--- src/rtl/control_unit.sv ---
// control_unit: multi-cycle Moore sequencer that drives the datapath strobes
// for fetch (T0-T2) and opcode-dependent execute steps (T3-T7).
module control_unit (
  input  logic        Clock,
  input  logic        Reset,
  input  logic [31:0] IRregister,
  input  logic        CON,
  input  logic        Stop,
  output logic        HIin,
  output logic        LOin,
  output logic        PCin,
  output logic        MDRin,
  output logic        Zin,
  output logic        Yin,
  output logic        MARin,
  output logic        IRin,
  output logic        CONin,
  output logic        OUTPORTin,
  output logic        HIout,
  output logic        LOout,
  output logic        ZHIout,
  output logic        ZLOout,
  output logic        PCout,
  output logic        MDRout,
  output logic        INPORTout,
  output logic        Yout,
  output logic        Cout,
  output logic        Gra,
  output logic        Grb,
  output logic        Grc,
  output logic        Rin,
  output logic        Rout,
  output logic        BAout,
  output logic        Read,
  output logic        write,
  output logic        IncPC,
  output logic        Run
);

  localparam int unsigned OP_W = 5;

  localparam logic [OP_W-1:0] OP_LD   = 5'b00000;
  localparam logic [OP_W-1:0] OP_LDI  = 5'b00001;
  localparam logic [OP_W-1:0] OP_ST   = 5'b00010;
  localparam logic [OP_W-1:0] OP_ALU0 = 5'b00011;
  localparam logic [OP_W-1:0] OP_ALU1 = 5'b01011;
  localparam logic [OP_W-1:0] OP_IMM0 = 5'b01100;
  localparam logic [OP_W-1:0] OP_IMM1 = 5'b01110;
  localparam logic [OP_W-1:0] OP_BR   = 5'b10010;
  localparam logic [OP_W-1:0] OP_IN   = 5'b10110;
  localparam logic [OP_W-1:0] OP_OUT  = 5'b10111;
  localparam logic [OP_W-1:0] OP_HALT = 5'b11011;

  typedef enum logic [3:0] {
    S_RST, S_T0, S_T1, S_T2, S_T3, S_T4, S_T5, S_T6, S_T7, S_HALT
  } state_t;

  state_t state, state_nxt, boundary;

  logic [OP_W-1:0] opcode;
  logic            is_alu, is_imm, is_ldi, is_ld, is_st, is_br;
  logic            unused_ir;

  assign opcode    = IRregister[31:27];
  assign unused_ir = ^IRregister[26:0];

  // Opcode classes used by the execute steps
  assign is_alu = (opcode >= OP_ALU0) && (opcode <= OP_ALU1);
  assign is_imm = (opcode >= OP_IMM0) && (opcode <= OP_IMM1);
  assign is_ldi = (opcode == OP_LDI);
  assign is_ld  = (opcode == OP_LD);
  assign is_st  = (opcode == OP_ST);
  assign is_br  = (opcode == OP_BR);

  // End of an instruction: a pending Stop diverts to Halt instead of T0
  assign boundary = Stop ? S_HALT : S_T0;

  // State register; reset parks in S_RST so every strobe drops at once
  always_ff @(posedge Clock or negedge Reset) begin
    if (!Reset) state <= S_RST;
    else        state <= state_nxt;
  end

  // Next-state and strobe decode
  always_comb begin
    state_nxt = state;
    HIin = 1'b0; LOin = 1'b0; PCin = 1'b0; MDRin = 1'b0; Zin = 1'b0;
    Yin = 1'b0; MARin = 1'b0; IRin = 1'b0; CONin = 1'b0; OUTPORTin = 1'b0;
    HIout = 1'b0; LOout = 1'b0; ZHIout = 1'b0; ZLOout = 1'b0; PCout = 1'b0;
    MDRout = 1'b0; INPORTout = 1'b0; Yout = 1'b0; Cout = 1'b0;
    Gra = 1'b0; Grb = 1'b0; Grc = 1'b0; Rin = 1'b0; Rout = 1'b0; BAout = 1'b0;
    Read = 1'b0; write = 1'b0; IncPC = 1'b0;
    Run = (state != S_RST) && (state != S_HALT);

    unique case (state)
      S_RST:  state_nxt = S_T0;
      S_T0: begin
        PCout = 1'b1; MARin = 1'b1; IncPC = 1'b1; Zin = 1'b1;
        state_nxt = S_T1;
      end
      S_T1: begin
        Read = 1'b1; MDRin = 1'b1; ZLOout = 1'b1; PCin = 1'b1;
        state_nxt = S_T2;
      end
      S_T2: begin
        MDRout = 1'b1; IRin = 1'b1;
        state_nxt = S_T3;
      end
      S_T3: begin
        state_nxt = boundary;
        if (is_alu || is_imm) begin
          Grb = 1'b1; Rout = 1'b1; Yin = 1'b1; state_nxt = S_T4;
        end else if (is_ldi || is_ld || is_st) begin
          Grb = 1'b1; BAout = 1'b1; Yin = 1'b1; state_nxt = S_T4;
        end else if (is_br) begin
          Gra = 1'b1; Rout = 1'b1; CONin = 1'b1; state_nxt = S_T4;
        end else if (opcode == OP_IN) begin
          INPORTout = 1'b1; Gra = 1'b1; Rin = 1'b1;
        end else if (opcode == OP_OUT) begin
          Gra = 1'b1; Rout = 1'b1; OUTPORTin = 1'b1;
        end else if (opcode == OP_HALT) begin
          state_nxt = S_HALT;
        end
      end
      S_T4: begin
        state_nxt = S_T5;
        if (is_alu) begin
          Grc = 1'b1; Rout = 1'b1; Zin = 1'b1;
        end else if (is_imm || is_ldi || is_ld || is_st) begin
          Cout = 1'b1; Zin = 1'b1;
        end else if (is_br) begin
          PCout = 1'b1; Yin = 1'b1;
        end else begin
          state_nxt = boundary;
        end
      end
      S_T5: begin
        state_nxt = boundary;
        if (is_alu || is_imm || is_ldi) begin
          ZLOout = 1'b1; Gra = 1'b1; Rin = 1'b1;
        end else if (is_ld || is_st) begin
          ZLOout = 1'b1; MARin = 1'b1; state_nxt = S_T6;
        end else if (is_br) begin
          Cout = 1'b1; Zin = 1'b1; state_nxt = S_T6;
        end
      end
      S_T6: begin
        state_nxt = boundary;
        if (is_ld) begin
          Read = 1'b1; MDRin = 1'b1; state_nxt = S_T7;
        end else if (is_st) begin
          Gra = 1'b1; Rout = 1'b1; MDRin = 1'b1; state_nxt = S_T7;
        end else if (is_br && CON) begin
          ZLOout = 1'b1; PCin = 1'b1;
        end
      end
      S_T7: begin
        state_nxt = boundary;
        if (is_ld) begin
          MDRout = 1'b1; Gra = 1'b1; Rin = 1'b1;
        end else if (is_st) begin
          write = 1'b1;
        end
      end
      S_HALT: state_nxt = S_HALT;
      default: state_nxt = S_RST;
    endcase
  end

endmodule

--- config.mk ---
export PLATFORM = sky130hd
export DESIGN_NAME = control_unit
export DESIGN_NICKNAME = d
export VERILOG_FILES = /design/src/rtl/control_unit.sv
export SDC_FILE = /design/constraint.sdc
export NUM_CORES = 1
export LEC_CHECK = 0
export BUFFER_PORTS_ARGS = -buffer_cell sky130_fd_sc_hd__buf_4
export CELL_PAD_IN_SITES_DETAIL_PLACEMENT = 1
export CELL_PAD_IN_SITES_GLOBAL_PLACEMENT = 1
export CORE_UTILIZATION = 26
export CTS_BUF_LIST = sky130_fd_sc_hd__clkbuf_8
export DETAILED_ROUTE_END_ITERATION = 10
export PLACE_DENSITY = 0.79
export SYNTH_ARGS = -nofsm -noshare
export SYNTH_HDL_FRONTEND = slang
export SYNTH_SLANG_ARGS = --single-unit
--- constraint.sdc ---
create_clock -name Clock -period 2.1 [get_ports Clock]
set_input_delay 0.315 -clock Clock [delete_from_list [all_inputs] [get_ports Clock]]
set_output_delay 0.315 -clock Clock [all_outputs]
set_load 0.03 [all_outputs]
## Word-level counts from Yosys, hierarchy flattened

Index checks and enable logic that the tools add are counted.
W data, S select, Z words.

| operators by class | value |
|---|---|
| reduce and logical (&&, ||, !) cells | 15 |
| muxes and demuxes | 79 |
| add/subtract/negate cells | 0 |
| multiply operators | 0 |
| bitwise logic cells | 0 |
| order comparisons | 4 |
| equal/unequal tests | 16 |
| div/mod/pow operators | 0 |
| shift operators | 0 |

Operators by type and width:

| kind | count |
|---|---|
| $mux W4 | 15 |
| $mux W1 | 50 |
| $pmux W4 S10 | 1 |
| $eq A5 B5 Y1 const B | 4 |
| $eq A4 B3 Y1 const B | 4 |
| $pmux W1 S2 | 8 |
| $pmux W1 S3 | 4 |
| $le A5 B4 Y1 const B | 2 |
| $eq A4 B2 Y1 const B | 2 |
| $eq A4 B4 Y1 const B | 2 |
| $logic_or A1 B1 Y1 | 8 |
| $eq A5 B1 Y1 const B | 1 |
| $eq A5 B2 Y1 const B | 1 |
| $ge A5 B2 Y1 const B | 1 |
| $ge A5 B4 Y1 const B | 1 |
| $logic_not A5 Y1 | 1 |
| $eq A4 B1 Y1 const B | 1 |
| $logic_and A1 B1 Y1 | 4 |
| $logic_not A4 Y1 | 1 |
| $ne A4 B4 Y1 const B | 1 |
| $pmux W1 S4 | 1 |
| $reduce_bool A4 Y1 | 1 |

| word-level totals | value |
|---|---|
| input bits | 36 |
| RAM bits | 0 |
| bits in read-only memories | 0 |
| register bits after elaboration | 4 |
| latch bits | 0 |
| memories | 0 |
| word-level logic and storage cells | 115 |
| output and inout port bits | 29 |

## Logic depth before layout (Yosys ltp)

Gate-level depths: netlist (run 1).

| depth | value |
|---|---|
| word-level depth | 8 |
| gate-level depth with buffers | 5 |
| mapped depth without buffers | 4 |

## Worst setup path before layout (run 1)

No wires, ideal clock.

| timing | value |
|---|---|
| path kind | reg-to-output |
| start point | reg state[0] |
| end point | out Rin |
| cell stages (with the launch flop) | 5 |
| data arrival time | 1.874 ns |
| slack | -0.089 ns |
| cell sequence | dfrtp_1 > or4b_1 > buf_2 > nor4_4 > or2_1 |

| on the way | value |
|---|---|
| word-level cells in the longest chain between the ends | 2 |

Ends and longest elaborated chain:

| item | line | source |
|---|---|---|
| from (decl) | 58 | `state_t state, state_nxt, boundary;` |
| from (signal assigned) | 81 | `else state <= state_nxt;` |
| $eq A4 B4 Y1 / $eq A4 B3 Y1 (equally long branches) | 95 | `unique case (state)` |
| $pmux W1 S3 * | 95 |  |
| to (decl) | 31 | `output logic Rin,` |

Every way passes the cells marked *; elsewhere a longest branch is shown, timed or not.

## Worst setup path after layout (run 1)

| timing | value |
|---|---|
| start point | reg state[1] |
| end point | out Rin |

The elaborated chain is that of the path after synthesis.

==> flow_summary.json, run 1 <==
{
  "status": "complete, no violations",
  "use_met2_pct": 29.5,
  "nNetsFinal": 205,
  "ys_seq_area_share_pct": 12.0,
  "ys_seq_elements": 4,
  "drive_above_1_share_pct": 39.5,
  "post_synth_num_cell_types": 45,
  "worstSetupPathType": "reg2out",
  "end_kind": "primary output",
  "track_usage_pct": 18.2,
  "grt_pass1_vias": 1027,
  "synth_flop_cell": "dfrtp_1",
  "cp_max_fo": 9,
  "gp_congestion": 0.816,
  "dr_total_vias": 1081,
  "largest_reg_flops": 4,
  "initialDrtViolationCount": 34,
  "synth_edf_count": 0,
  "synthToLayoutAreaGrowth_pct": 55.3,
  "cts_sinks": 4,
  "synthTopCellsByArea": "dfrtp_1, buf_4, nor2_1, nor4_4, nand3_1",
  "top_register": "state",
  "place_worst_setup_slack_ns": 0.0772,
  "antenna_found_initial": 0,
  "clkSlewWorstSetupHoldPaths_ns": 0.03,
  "drt_pass1_iterations": 4,
  "grt_pass1_wl_um": 4950,
  "ys_warn_count": 0,
  "grt-busiest-layer": "met2",
  "p_int_mw": 0.799,
  "setup_viol": 0,
  "cts.path.max_buffers": 2,
  "wl_per_cell_um": 15.6,
  "setup.worst_path.start_class": "register",
  "switchingPower_mw": 0.848,
  "rsz0062_at_grt": "yes",
  "hp-class": "in2reg",
  "combPwrFrac_pct": 81.4,
  "clock_latency_ns": 0.22,
  "slew_violations": 0,
  "synth_top_area_share_pct": 12.0,
  "vias_per_cell": 5.12,
  "cap_violations": 0,
  "grt.met1_usage_pct": 25.7,
  "finClkSkew_ns": 0.00179,
  "die_w_um": 58.7,
  "synth_top_cell_by_area": "dfrtp_1",
  "cts_tree": "done",
  "async_reset_ff_share_pct": 100,
  "chipHeight_um": 58.7,
  "switching_share_pct": 51.5,
  "netlist_area_um2": 837,
  "max_freq_ghz": 0.482,
  "root_buffer": "clkbuf_8",
  "fin_crit_ns": 2.08,
  "cp.arrival_ns": 1.76,
  "row_count": 20,
  "hold_viol_final": 0,
  "grt_max_degree": 16,
  "post-dp-hpwl_um": 2280,
  "grtUsageMet3_pct": 2.86,
  "whs_ns": 0.419,
  "core_area_um2": 3050,
  "leakage_nw": 0.617,
  "power_density_nw_per_um2": 1270,
  "dieArea_um2": 3450,
  "reg_top3": "state (4)",
  "overflow": 0,
  "peakVddDrop_uv": 685,
  "num_io_pins": 65,
  "drt_wl_total_um": 3300,
  "pwr-share-clk_pct": 10.0,
  "initial_core_util_pct": 27.4,
  "cts_buffers": 3,
  "synthCells": 123,
  "syn_avg_cell_area_um2": 6.81,
  "htreeDepth": 1,
  "layout_worst_path_cycle_share_pct": 98.9,
  "ant_nets": 0,
  "seq_power_share_pct": 8.6,
  "n_antenna_cell": 0,
  "setup_slack_ns": 0.0241,
  "port_buffers": 31,
  "drc": 0,
  "required_ns": 1.78
}
[power by group through the flow]
stage               Clock, mW  Combinational, mW  Sequential, mW
floorplan                   0              0.742           0.144
global placement            0               1.11           0.128
detailed placement          0               1.15           0.131
CTS                     0.167               1.18           0.139
global route            0.174               1.42           0.145
finish                  0.165               1.34           0.142
[placed cells by master (no fill, tap or decap), types with 2 or more instances in the layout]
cell	Yosys	routed
nor3_1	6	5
o2111ai_1	3	3
o21ai_1	6	6
nand3_1	8	8
clkbuf_8	0	3
buf_4	7	43
and3_1	5	4
nor2_1	13	13
nand2_1	6	6
conb_1	1	6
buf_6	0	7
a22o_1	2	2
and2_1	2	2
nand4_1	2	2
nand3b_1	2	2
a21oi_1	6	6
o21ai_0	2	2
inv_1	4	4
nor4_4	2	2
dfrtp_1	4	4
nand2b_1	5	4
nor2b_1	3	3
or3_1	3	3
[stage by stage]
| step | area, um^2 | instances | util, % | power, mW | setup TNS, ns |
|---|---|---|---|---|---|
| floorplan | 865 | 128 | - | 0.887 | -0.0446 |
| global placement | 1130 | 197 | 36.9 | 1.24 | 0 |
| detailed placement | 1130 | 197 | 36.9 | 1.28 | 0 |
| CTS | 1200 | 201 | 39.3 | 1.49 | 0 |
| global route | 1300 | 211 | 42.6 | 1.74 | -0.0160 |
| finish | 1300 | 211 | 42.6 | 1.65 | 0 |
[critical path, stage by stage, from the launching register on]
cell      delay, ns
dfrtp_1        0.39
buf_6          0.15
and4bb_2       0.24
and3_4         0.18
a31o_1         0.20
or2_4          0.25
buf_6          0.14
[final cells by class]
cell class	count	area (um^2)
fill	410	1750
sequential	4	100
inverter	5	18.8
multi-input combinational	103	668
timing repair buffer	52	417
tap	44	55.1
clock buffer	3	41.3
[logic make-up (layout without fill, tap and decap cells)]
family / after synthesis / in the layout / synth area share (%)
simple gates: 64 / 64 / 45.9
buf+inv: 21 / 60 / 13.5
compound gates: 31 / 31 / 26.2
other cells: 1 / 6 / 0.448
xor+xnor: 2 / 2 / 2.09
flops: 4 / 4 / 12.0
[path summary, 6_finish.rpt]
path                          start  endpoint  slack [ns]  cells past startpoint
min in group asynchronous     Reset  state[3]        0.43                      2
min                            Stop  state[3]        0.42                      3
max reg2reg                state[0]  state[3]        0.45                      5
max                        state[1]       Rin        0.02                      6
max in group asynchronous     Reset  state[1]        1.57                      2
min reg2reg                state[0]  state[3]        0.75                      3
[layer usage]
metal	routed length [um]	part of all wire [%]
met1	1510	46
met2	1620	49
met3	160	4.8
met4	12	0.36
met5	0	0
[Yosys cell counts (2+ instances only)]
| cell | instances |
|---|---|
| and2_1 | 2 |
| dfrtp_1 | 4 |
| buf_2 | 6 |
| nor3_1 | 6 |
| nand3b_1 | 2 |
| nand3_1 | 8 |
| nor2b_1 | 3 |
| nand4_1 | 2 |
| nand2_1 | 6 |
| o21ai_1 | 6 |
| buf_4 | 7 |
| clkbuf_1 | 3 |
| inv_1 | 4 |
| nand2b_1 | 5 |
| or3_1 | 3 |
| a21oi_1 | 6 |
| nor4_4 | 2 |
| a22o_1 | 2 |
| o2111ai_1 | 3 |
| o21ai_0 | 2 |
| and3_1 | 5 |
| nor2_1 | 13 |
[what timing repair did]
item | in CTS | in global routing
cloned | 0 | 1
buffers inserted | 1 | 9
endpoints found under the setup margin | 7 | 5
resized for setup | 6 | 6
pin swaps | 2 | 1
hold endpoints to repair | 4 | 0
hold buffers | 1 | 0
Note: power is estimated with default switching activity, not from simulation.
==> inputs of run 2 (changes only) <==
--- a/config.mk
+++ b/config.mk
@@ -5,13 +5,15 @@
 export SDC_FILE = /design/constraint.sdc
 export NUM_CORES = 1
 export LEC_CHECK = 0
+export ABC_AREA = 1
 export BUFFER_PORTS_ARGS = -buffer_cell sky130_fd_sc_hd__buf_4
 export CELL_PAD_IN_SITES_DETAIL_PLACEMENT = 1
 export CELL_PAD_IN_SITES_GLOBAL_PLACEMENT = 1
-export CORE_UTILIZATION = 26
+export CORE_MARGIN = 1
+export CORE_UTILIZATION = 23
 export CTS_BUF_LIST = sky130_fd_sc_hd__clkbuf_8
 export DETAILED_ROUTE_END_ITERATION = 10
-export PLACE_DENSITY = 0.79
+export PLACE_DENSITY = 0.8
 export SYNTH_ARGS = -nofsm -noshare
 export SYNTH_HDL_FRONTEND = slang
 export SYNTH_SLANG_ARGS = --single-unit
==> run 2 against run 1 <==
Effect of this change:
- the run now ends with DRC left
- sequential cell count unchanged
- via count decreased by 14%
- sequential power increased by 11%
- total power decreased by 24%
- worst hold slack improved by 0.020 ns
- routed wire length decreased by 22%
- synthesized cell count increased by 5.7%
- critical endpoint is now Gra
- largest power group unchanged
==> flow_summary.json, run 2 <==
{
  "violations": "DRC",
  "post-dp-hpwl_um": 2220,
  "power_density_nw_per_um2": 1230,
  "overflow": 0,
  "rr_endpoint": "state[3]",
  "grt_max_degree": 8,
  "leakage_nw": 0.591,
  "dp_cells": 191,
  "drc": 2,
  "synth_top_cell_by_area": "dfrtp_1",
  "place_worst_setup_slack_ns": 0.363,
  "cp_max_fo": 5,
  "stdcell_area_um2": 1010,
  "async_reset_ff_share_pct": 100,
  "reg_top3": "state (4)",
  "worstSetupPathType": "reg2out",
  "endpoint": "Gra",
  "antenna_found_initial": 0,
  "ys_warn_count": 0,
  "finClkSkew_ns": 0.00508,
  "initialDrtViolationCount": 27,
  "post_synth_num_cell_types": 22,
  "syn_avg_cell_area_um2": 5.52,
  "chipHeight_um": 57.9,
  "drt_wl_total_um": 2580,
  "status": "finished with violations",
  "top_register": "state",
  "fin_crit_ns": 1.99,
  "cts.path.max_buffers": 2,
  "cts_setup_buffers": 0,
  "core_area_um2": 2850,
  "gp_congestion": 0.931,
  "layout_common_cells": "buf_4, inv_1, nand2_1",
  "nNetsFinal": 202,
  "htreeDepth": 1,
  "cts_buffers": 3,
  "cp.arrival_ns": 1.67,
  "cts_sinks": 4,
  "wl_per_cell_um": 13.2,
  "port_buffers": 31,
  "largest_reg_flops": 4,
  "required_ns": 1.78,
  "drt_pass1_iterations": 7,
  "track_usage_pct": 16.8,
  "r2r_start": "state[0]",
  "utilization_pct": 35.6,
  "synth_edf_count": 0,
  "synthTopCellsByArea": "dfrtp_1, inv_1, nand2_1, nor2_1, nand3_1",
  "setup_viol": 0,
  "clkSlewWorstSetupHoldPaths_ns": 0.03,
  "synth_flop_cell": "dfrtp_1",
  "setup.worst_path.start_class": "register",
  "end_kind": "primary output",
  "root_buffer": "clkbuf_8",
  "vias_per_cell": 4.79,
  "synthToLayoutAreaGrowth_pct": 41.3,
  "num_io_pins": 65,
  "ys_seq_elements": 4,
  "grt_pass1_wl_um": 4310,
  "netlist_area_um2": 718,
  "setup_slack_ns": 0.113,
  "final_cells": 195,
  "synthTopCellsByCount": "inv_1, nand2_1, nor2_1, nand3_1, o21ai_0",
  "regToRegSetupSlack_ns": 0.82,
  "die_w_um": 57.9,
  "whs_ns": 0.439,
  "synthCells": 130,
  "n_antenna_cell": 0,
  "crit_start": "state[0]",
  "placed_cell_area_um2": 963,
  "grt_pass1_vias": 958,
  "ys_seq_area_share_pct": 13.9,
  "drive_above_1_share_pct": 29.9,
  "max_freq_ghz": 0.503,
  "layout_worst_path_cycle_share_pct": 94.6,
  "final_common_cell": "buf_4",
  "fin_setup_tns_ns": 0,
  "dr_total_vias": 935,
  "cap_violations": 0,
  "initial_core_util_pct": 25.2,
  "ant_nets": 0,
  "peakVddDrop_uv": 288,
  "hold_viol_final": 0,
  "dieArea_um2": 3350,
  "r2r_cells": 8,
  "rsz0062_at_grt": "no",
  "slew_violations": 0,
  "clock_latency_ns": 0.22,
  "cts_tree": "done",
  "synth_top_area_share_pct": 13.9,
  "row_count": 19,
  "hp-class": "in2async",
  "finalPower_mw": 1.25
}
## run 2: cell types whose count changed in the layout (fill, tap and decap cells not counted), sizes merged, moves of 5 or more
| cell | before | now |
|---|---|---|
| and3 | 5 | 0 |
| nand2 | 6 | 30 |
| nand3 | 8 | 16 |
| buf | 51 | 31 |
| a21oi | 6 | 1 |
| nor2 | 13 | 26 |
| nand2b | 5 | 0 |
| nor3 | 7 | 1 |
| inv | 5 | 26 |
## run 2: critical path, cell delays in order (launching register included)
cell and delay (ns):
dfrtp_1 0.43, inv_2 0.07, nor2_1 0.16, nand3_1 0.20, nor2_1 0.26, nor2_1 0.07
nand3_1 0.10, buf_4 0.16
## run 2: timing repair
action | in CTS | in global routing
gates resized for setup | 0 | 0
hold endpoints to repair | 4 | 0
hold buffers | 1 | 0
## run 2: power breakdown
group | switching (mW) | internal (mW)
combinational | 0.630 | 0.298
clock | 0.0419 | 0.122
sequential | 0.0431 | 0.115
## run 2: layer usage
| metal | up-vias | global-route usage, % | share of wire (%) |
|---|---|---|---|
| met3 | 3 | 3.57 | 4.8 |
| met4 | 0 | 6.12 | 1.0 |
| met2 | 24 | 29.1 | 52 |
| met1 | 439 | 20.3 | 42 |
| met5 | - | 0 | 0 |
| li1 | 469 | - | - |
## run 2: worst min-delay path by stage
stage,from,endpoint,slack [ns]
floorplan,Reset,state[0],0.02
global placement,Reset,state[0],0.11
detailed placement,Reset,state[0],0.11
CTS,Reset,state[0],0.43
global route,Reset,state[0],0.44
finish,Reset,state[0],0.44
## run 2: logic make-up after synthesis
kind of cell           count (synthesis)  synth area share, %
and+or+nand+nor                       78                 51.0
DFF                                    4                 13.9
other                                  1                0.522
AOI/OAI and AO/OA                     15                 14.6
buffers and inverters                 32                 19.9
## run 2: cell type report
cell class	instances	area, um^2
well taps	31	38.8
repair buffers	32	243
inverters	26	97.6
clock buffers	3	41.3
multi-input cells	99	494
fillers	405	1840
flip-flops and latches	4	100
==> inputs of run 3 (changes only) <==
--- a/config.mk
+++ b/config.mk
@@ -13,6 +13,7 @@
 export CORE_UTILIZATION = 23
 export CTS_BUF_LIST = sky130_fd_sc_hd__clkbuf_8
 export DETAILED_ROUTE_END_ITERATION = 10
+export MAX_ROUTING_LAYER = met4
 export PLACE_DENSITY = 0.8
 export SYNTH_ARGS = -nofsm -noshare
 export SYNTH_HDL_FRONTEND = slang
==> run 3 against run 2 <==
Effect of this change:
- the flow still finishes with violations (DRC)
- combinational power about the same
- global-route usage decreased by 0.27 points
- die area unchanged
- sequential power about the same
- design area unchanged
- worst hold slack got worse by 0.00083 ns
- sequential cell count unchanged
- routed wire length decreased by 2.2%
- first-iteration DRC count unchanged
==> flow_summary.json, run 3 (synthesized netlist as in run 2, its figures left out) <==
{
  "status": "finished with violations",
  "violations": "DRC",
  "cp_cell_sequence": "inv_2 > nor2_1 > nand3_1 > nor2_1 > nor2_1 > nand3_1 > buf_4",
  "finClkSkew_ns": 0.00103,
  "cts_hold_buf": 1,
  "reg_top3": "state (4)",
  "fin_crit_ns": 1.92,
  "grt_max_degree": 8,
  "cts_sinks": 4,
  "row_count": 19,
  "cts.path.max_buffers": 2,
  "hold_viol_final": 0,
  "regToRegSetupSlack_ns": 0.83,
  "cts_buffers": 3,
  "track_usage_pct": 16.5,
  "critical_path_buf_inv_count": 2,
  "rsz0062_at_grt": "no",
  "grt_pass1_wl_um": 4180,
  "dr_total_vias": 924,
  "stdcell_area_um2": 1010,
  "peakVddDrop_uv": 293,
  "fin_setup_tns_ns": 0,
  "chipHeight_um": 57.9,
  "power_density_nw_per_um2": 1220,
  "cpMostUsedCell": "nor2_1",
  "layout_common_cells": "buf_4, inv_1, nand2_1",
  "setup_slack_ns": 0.183,
  "vias_per_cell": 4.74,
  "top_register": "state",
  "slowest_stage": "dfrtp_1",
  "post-dp-hpwl_um": 2210,
  "critical-path-top-delay-family": "simple AND/OR/NAND/NOR gates",
  "nNetsFinal": 202,
  "setup.worst_path.start_class": "register",
  "clock_latency_ns": 0.21,
  "final_cells": 195,
  "placed_cell_area_um2": 963,
  "antenna_found_initial": 0,
  "cap_violations": 0,
  "ctsResizeCount": 0,
  "slew_violations": 0,
  "gp_congestion": 0.923,
  "die_w_um": 57.9,
  "synthToLayoutAreaGrowth_pct": 41.3,
  "root_buffer": "clkbuf_8",
  "end_kind": "primary output",
  "clkSlewWorstSetupHoldPaths_ns": 0.03,
  "grt_pass1_vias": 922,
  "hp-class": "in2async",
  "place_worst_setup_slack_ns": 0.386,
  "initialDrtViolationCount": 27,
  "final_common_cell": "buf_4",
  "overflow": 0,
  "port_buffers": 31,
  "core_area_um2": 2850,
  "setup_viol": 0,
  "num_io_pins": 65,
  "required_ns": 1.78,
  "cts_tree": "done",
  "cts_setup_buffers": 0,
  "drt_wl_total_um": 2530,
  "drc": 2,
  "drive_above_1_share_pct": 29.9,
  "layout_worst_path_cycle_share_pct": 91.3,
  "n_antenna_cell": 0,
  "initial_core_util_pct": 25.2,
  "largest_reg_flops": 4,
  "htreeDepth": 1,
  "wl_per_cell_um": 12.9,
  "cp.arrival_ns": 1.60,
  "dieArea_um2": 3350,
  "drt_pass1_iterations": 7,
  "cpPeakStageDelay_ns": 0.42,
  "worstSetupPathType": "reg2out",
  "finalPower_mw": 1.24,
  "max_freq_ghz": 0.522,
  "ant_nets": 0,
  "cp_max_fo": 5,
  "leakage_nw": 0.591,
  "dp_cells": 191
}
-- run 3: cell counts in the layout (fill, tap and decap cells not counted) --
No cell type changed its count.
-- run 3: per-layer routing --
metal | GRT usage, % | up-vias | routed length, um
met4 | 4.76 | 0 | 0
li1 | - | 470 | -
met2 | 28.1 | 25 | 1290
met5 | - | - | 0
met3 | 2.23 | 0 | 111
met1 | 20.3 | 429 | 1120
-- run 3: final cells by class --
cell class	instances	area (um^2)
inverters	26	97.6
well taps	31	38.8
flip-flops and latches	4	100
fillers	417	1840
repair buffers	32	243
clock buffers	3	41.3
multi-input cells	99	494
-- run 3: final timing paths --
path,from,cells after the start,to
max reg2reg,state[0],8,state[3]
min reg2reg,state[1],2,state[2]
max,state[0],7,Gra
min,Reset,2,state[2]
min in group Clock,Stop,5,state[3]
max in group asynchronous,Reset,2,state[0]
-- run 3: where the power goes --
group / leakage [nW] / switching, mW / internal, mW / total (mW)
combinational: 0.519 / 0.629 / 0.298 / 0.927
sequential: 0.0506 / 0.0407 / 0.115 / 0.156
clock: 0.0216 / 0.0378 / 0.122 / 0.160
-- run 3: per-stage QoR --
step	hold slack [ns]	util [%]
floorplan	0.0194	-
detailed placement	0.115	33.8
global route	0.442	35.6
CTS	0.436	35.6
global placement	0.110	33.8
finish	0.438	35.6
